File: src/rtl/caxi4interconnect_hold_reg_arb_pkg.sv
`default_nettype none
// ============================================================================
// Module  : caxi4interconnect_hold_reg_arb_pkg
// Brief   : State encoding and round-robin search shared by the hold-reg arbiter
// Revision: 1.0
// ============================================================================
package caxi4interconnect_hold_reg_arb_pkg;

  typedef enum logic {
    ARB_IDLE   = 1'b0,
    ARB_LOCKED = 1'b1
  } arb_state_t;

  localparam int unsigned C_MAX_SRC = 8;

  // First set bit of valid at or above ptr, wrapping modulo num_src.
  // Scanned from the farthest offset down so the nearest candidate wins.
  function automatic int unsigned rr_search(
    input logic [C_MAX_SRC-1:0] valid,
    input int unsigned          ptr,
    input int unsigned          num_src
  );
    int unsigned idx;
    int unsigned res;
    res = ptr;
    for (int i = C_MAX_SRC - 1; i >= 0; i--) begin
      idx = (ptr + unsigned'(i)) % num_src;
      if ((unsigned'(i) < num_src) && valid[idx[2:0]]) begin
        res = idx;
      end
    end
    return res;
  endfunction

endpackage
`default_nettype wire

File: src/rtl/caxi4interconnect_hold_reg_arb_ctrl.sv
`default_nettype none
// ============================================================================
// Module  : caxi4interconnect_Hold_Reg_Ctrl
// Brief   : Single-entry holding register handshake (pass_data / get-next / valid)
// Revision: 1.0
// ============================================================================
module caxi4interconnect_Hold_Reg_Ctrl (
  input  logic clk,
  input  logic rst,
  input  logic src_data_valid,
  input  logic get_next_data_hold,
  output logic get_next_data_src,
  output logic hold_data_valid
);

  logic w_pass_data;
  logic r_hold_valid;

  // The register may take a beat when it is empty or being drained this cycle.
  assign w_pass_data       = get_next_data_hold | ~r_hold_valid;
  assign get_next_data_src = src_data_valid & w_pass_data;
  assign hold_data_valid   = r_hold_valid;

  always_ff @(posedge clk or negedge rst) begin
    if (!rst) begin
      r_hold_valid <= 1'b0;
    end else if (w_pass_data) begin
      r_hold_valid <= get_next_data_src;
    end
  end

endmodule
`default_nettype wire

File: src/rtl/caxi4interconnect_hold_reg_arb.sv
`default_nettype none
// ============================================================================
// Module  : caxi4interconnect_hold_reg_arb
// Brief   : Round-robin burst-locked arbiter feeding one shared holding register
// Revision: 1.0
// ============================================================================
module caxi4interconnect_hold_reg_arb
  import caxi4interconnect_hold_reg_arb_pkg::*;
#(
  parameter  int NUM_SRC      = 4,
  parameter  int DATA_WIDTH   = 64,
  localparam int SRC_ID_WIDTH = $clog2(NUM_SRC)
) (
  input  logic                          clk,
  input  logic                          rst,
  input  logic [NUM_SRC-1:0]            src_data_valid,
  input  logic [NUM_SRC*DATA_WIDTH-1:0] src_data,
  input  logic [NUM_SRC-1:0]            src_last,
  output logic [NUM_SRC-1:0]            get_next_data_src,
  input  logic                          get_next_data_hold,
  output logic                          hold_data_valid,
  output logic [DATA_WIDTH-1:0]         hold_data,
  output logic                          hold_last,
  output logic [SRC_ID_WIDTH-1:0]       hold_src_id,
  output logic                          busy
);

  arb_state_t                r_state;
  logic [SRC_ID_WIDTH-1:0]   r_grant_id;
  logic [SRC_ID_WIDTH-1:0]   r_rr_ptr;
  logic [DATA_WIDTH-1:0]     r_hold_data;
  logic                      r_hold_last;
  logic [SRC_ID_WIDTH-1:0]   r_hold_src_id;

  logic [C_MAX_SRC-1:0]      w_valid_pad;
  int unsigned               w_search;
  logic [SRC_ID_WIDTH-1:0]   w_search_id;
  logic                      w_grant_valid;
  logic                      w_xfer;
  logic [DATA_WIDTH-1:0]     w_mux_data;
  logic                      w_mux_last;

  always_comb begin
    w_valid_pad                = '0;
    w_valid_pad[NUM_SRC-1:0]   = src_data_valid;
    w_search                   = rr_search(w_valid_pad, 32'(r_rr_ptr), NUM_SRC);
    w_search_id                = SRC_ID_WIDTH'(w_search);
  end

  // Only the granted source, and only while locked, can drive the handshake.
  assign w_grant_valid = (r_state == ARB_LOCKED) & src_data_valid[r_grant_id];

  caxi4interconnect_Hold_Reg_Ctrl u_hold_ctrl (
    .clk                (clk),
    .rst                (rst),
    .src_data_valid     (w_grant_valid),
    .get_next_data_hold (get_next_data_hold),
    .get_next_data_src  (w_xfer),
    .hold_data_valid    (hold_data_valid)
  );

  always_comb begin
    get_next_data_src             = '0;
    get_next_data_src[r_grant_id] = w_xfer;
  end

  assign w_mux_data = src_data[r_grant_id*DATA_WIDTH +: DATA_WIDTH];
  assign w_mux_last = src_last[r_grant_id];

  always_ff @(posedge clk or negedge rst) begin
    if (!rst) begin
      r_state    <= ARB_IDLE;
      r_grant_id <= '0;
      r_rr_ptr   <= '0;
    end else begin
      case (r_state)
        ARB_IDLE: begin
          if (|src_data_valid) begin
            r_grant_id <= w_search_id;
            r_state    <= ARB_LOCKED;
          end
        end
        ARB_LOCKED: begin
          // Grant is held through stalls; only a moved last beat releases it.
          if (w_xfer && w_mux_last) begin
            r_state  <= ARB_IDLE;
            r_rr_ptr <= (r_grant_id == SRC_ID_WIDTH'(NUM_SRC - 1)) ? '0 : r_grant_id + 1'b1;
          end
        end
        default: r_state <= ARB_IDLE;
      endcase
    end
  end

  always_ff @(posedge clk or negedge rst) begin
    if (!rst) begin
      r_hold_data   <= '0;
      r_hold_last   <= 1'b0;
      r_hold_src_id <= '0;
    end else if (w_xfer) begin
      r_hold_data   <= w_mux_data;
      r_hold_last   <= w_mux_last;
      r_hold_src_id <= r_grant_id;
    end
  end

  assign hold_data   = r_hold_data;
  assign hold_last   = r_hold_last;
  assign hold_src_id = r_hold_src_id;
  assign busy        = (r_state == ARB_LOCKED);

endmodule
`default_nettype wire

File: config.mk
export PLATFORM = sky130hd
export DESIGN_NAME = caxi4interconnect_hold_reg_arb
export DESIGN_NICKNAME = d
export VERILOG_FILES = /design/src/rtl/caxi4interconnect_hold_reg_arb_pkg.sv /design/src/rtl/caxi4interconnect_hold_reg_arb_ctrl.sv /design/src/rtl/caxi4interconnect_hold_reg_arb.sv
export SDC_FILE = /design/constraint.sdc
export NUM_CORES = 1
export LEC_CHECK = 0
export CORE_AREA = 2 2 130 132
export DETAILED_ROUTE_END_ITERATION = 8
export DIE_AREA = 0 0 132 134
export PLACE_DENSITY = 0.7
export SETUP_SLACK_MARGIN = 0.05
export SLEW_MARGIN = 20
export SYNTH_ARGS = -nofsm -noshare
export SYNTH_HDL_FRONTEND = slang
export SYNTH_SLANG_ARGS = --single-unit
export TNS_END_PERCENT = 5
File: constraint.sdc
create_clock -name clk -period 1.7 [get_ports clk]
set_input_delay 0.255 -clock clk [delete_from_list [all_inputs] [get_ports clk]]
set_output_delay 0.255 -clock clk [all_outputs]
set_load 0.005 [all_outputs]
==> flow_metrics.py <==
metrics = {
    "yosys": {
        "syn_area_per_cell_um2": 17.5,
        "synth_compound_area_share_pct": 2.09,
        "synthCells": 278,
        "ys_ff_latch": 73,
        "syn_nets": 549,
        "synth_xor_area_share_pct": 0,
        "ys_types": 34,
        "yosys_warnings": 0,
        "yosys_most_used_dff": "dfrtp_1",
        "synthesis.area_um2": 4860,
        "synth_fa_ha_area_share_pct": 1.03,
        "yosysSeqAreaShare_pct": 37.6,
        "yosys.area_share.simple_pct": 2.37,
        "muxShareOfSynthArea_pct": 51.6,
        "synth_edf_count": 0,
        "async_flop_share_pct": 100,
        "synth_top_family_by_area": "multiplexers",
    },
    "finish": {
        "antennaDiodeCount": 0,
        "num-fill-cells": 1307,
        "layout_commonest_cell": "clkdlybuf4s50_1",
        "fin_nets": 917,
        "final_cell_mix": "clkdlybuf4s50_1, dfrtp_1, mux4_2, mux2_4, buf_4",
        "area_delta_synth_final_pct": 87.7,
        "seq_area_um2": 1830,
        "final_util_pct": 56.0,
        "multiInputGateArea_um2": 2810,
        "drive_above_1_share_pct": 31.8,
    },
    "routing": {
        "drt-initial-drc-count": 114,
        "viasPerCell": 4.78,
        "ant_nets": 0,
        "dr_total_vias": 4164,
        "firstDrtPassIters": 4,
        "drc": 0,
        "wl_mm": 16.6,
        "wl_per_cell_um": 19.1,
    },
    "global_routing": {
        "grt_pass1_vias": 4606,
        "grt_usage_pct": 18.8,
        "grt_overflow": 0,
        "grt_pass1_wl_mm": 25.5,
        "grt_antenna_before_repair": 0,
        "grt_max_degree": 39,
    },
    "sta": {
        "worst_slew_pin_slew_ns": 0.488,
        "finalHoldViolations": 0,
        "relSlewSlack_pct": 67.5,
        "tns_ns": -15.49,
        "fmax_mhz": 492,
        "setup_slack_ns": -0.332,
        "maxSlewViolCount": 0,
        "period_share_pct": 120,
        "rsz0062_at_grt": "true",
        "finalSetupViolations": 71,
        "period_minus_slack_ns": 2.03,
        "worst_clock_skew_ns": 0.00661,
    },
    "floorplanning": {
        "core_area_um2": 16300,
        "die_y_um": 134,
        "pin_count": 340,
        "rows": 47,
        "initial_core_util_pct": 29.8,
        "die_w_um": 132,
        "dieArea_um2": 17700,
    },
    "critical_path": {
        "r2r_end": "hold_data[34]",
        "cp-end-kind": "output pin",
        "crit_fanout": 4,
        "worst_r2r_path_depth": 7,
        "cp-start-kind": "register",
        "r2r_start": "r_grant_id[1]",
        "required_ns": 1.44,
        "arrival_ns": 1.78,
        "path_class": "register to output pin",
        "r2r_setup_slack_ns": -0.27,
    },
    "hold_path": {
        "hp-class": "input pin to async pin",
    },
    "clocking": {
        "clkLatencyLatePin_ns": 0.33,
        "cts_tree": "done",
        "htree_levels": 3,
        "clk_pin_slew_ns": 0.06,
        "clock-sinks": 73,
        "cts_buffers": 9,
        "cts_max_path_buffers": 2,
        "ctsRootBufferMaster": "clkbuf_16",
    },
    "power": {
        "cellLeakagePower_nw": 3.65,
        "vdd_drop_max_uv": 705,
        "powerDensity_nw_per_um2": 1590,
    },
    "outcome": {
        "violations": "setup timing",
        "status": "complete, but fails checks",
    },
    "placed_design": {
        "place_ws_ns": -0.576,
        "gp_congestion": 0.861,
        "port_buffers": 339,
        "dpl.hpwl_mm": 13.6,
    },
    "flow_run": {
        "drv_cap": 0,
    },
}
==> logic make-up (layout without fill, tap and decap cells) <==
group	Yosys count	after routing
compound gates	15	15
fa+ha+maj	4	4
buf+inv	31	404
flops	73	73
mux	135	135
simple gates	20	20
==> registers in the layout, indices dropped and copies added (netlist names) <==
signal,flops
hold_src_id,2
busy,1
r_rr_ptr,2
u_hold_ctrl.hold_data_valid,1
hold_last,1
hold_data,64
r_grant_id,2
==> synth_stat cells, types with 2 or more instances <==
cell type | number | area [um^2]
dfrtp_1 | 73 | 1830
mux2_4 | 65 | 976
mux4_2 | 65 | 1460
inv_1 | 7 | 26.3
buf_12 | 6 | 120
buf_2 | 6 | 30.0
nand2_1 | 6 | 22.5
clkbuf_1 | 5 | 18.8
o21ai_0 | 5 | 25.0
and2_1 | 4 | 25.0
buf_6 | 4 | 45.0
ha_1 | 4 | 50.1
o22ai_1 | 3 | 18.8
buf_4 | 2 | 15.0
mux2_2 | 2 | 22.5
mux2i_1 | 2 | 20.0
nor4b_1 | 2 | 17.5
==> metrics by stage <==
| step | instances | hold slack (ns) | power [W] | instance area, um^2 |
|---|---|---|---|---|
| final | 871 | 0.421 | 0.0145 | 9120 |
| after global routing | 871 | 0.476 | 0.0153 | 9120 |
| after CTS | 871 | 0.433 | 0.0147 | 9090 |
| after detailed placement | 848 | 0.250 | 0.0122 | 8630 |
| after global placement | 848 | 0.242 | 0.0120 | 8630 |
| after floorplan | 278 | -0.0406 | 0.00864 | 4870 |
==> layer usage <==
layer / wire (um) / GRT usage, %
met1: 6020 / 20.5
met2: 8930 / 34.8
met3: 1250 / 5.37
met4: 437 / 7.13
met5: 0 / 0
==> worst max path at each step <==
stage                           endpoint  depth (start not counted)  slack, ns               start
floorplan                    r_rr_ptr[1]                          6      -0.08       r_grant_id[1]
global placement    get_next_data_src[0]                          6      -0.50  get_next_data_hold
detailed placement  get_next_data_src[1]                          6      -0.58  get_next_data_hold
CTS                 get_next_data_src[3]                          6      -0.38       r_grant_id[1]
global route        get_next_data_src[1]                          6      -0.38       r_grant_id[1]
finish              get_next_data_src[3]                          6      -0.33       r_grant_id[1]
==> worst max-delay path, cell delays in order, from the launching register on <==
cell and delay [ns]:
dfrtp_2 0.44, mux2i_2 0.29, nor4b_2 0.08, or2_4 0.26, buf_6 0.12, and2_4 0.14
buf_6 0.11
==> timing repair <==
item,CTS,global route
hold buffers,1,0
setup buffers,5,0
pin swaps,5,2
hold endpoints to repair,35,0
resized for setup,37,6
gates cloned,2,0
endpoints found under the setup margin,73,75
==> where the power goes <==
part	switching, W	internal, W	leakage [nW]
Combinational	0.00296	0.00625	2.65
Sequential	0.000626	0.00269	0.856
Clock	0.000694	0.00125	0.153
Total	0.00428	0.0102	3.65
==> cell type report <==
type / instances / area share (%)
repair buffers: 381 / 42.4
multi-input cells: 174 / 30.8
flip-flops and latches: 73 / 20.1
well taps: 220 / 3.02
clock buffers: 14 / 3.01
clock inverters: 2 / 0.384
inverters: 7 / 0.288
No activity file was read; power rests on OpenSTA's default activity.
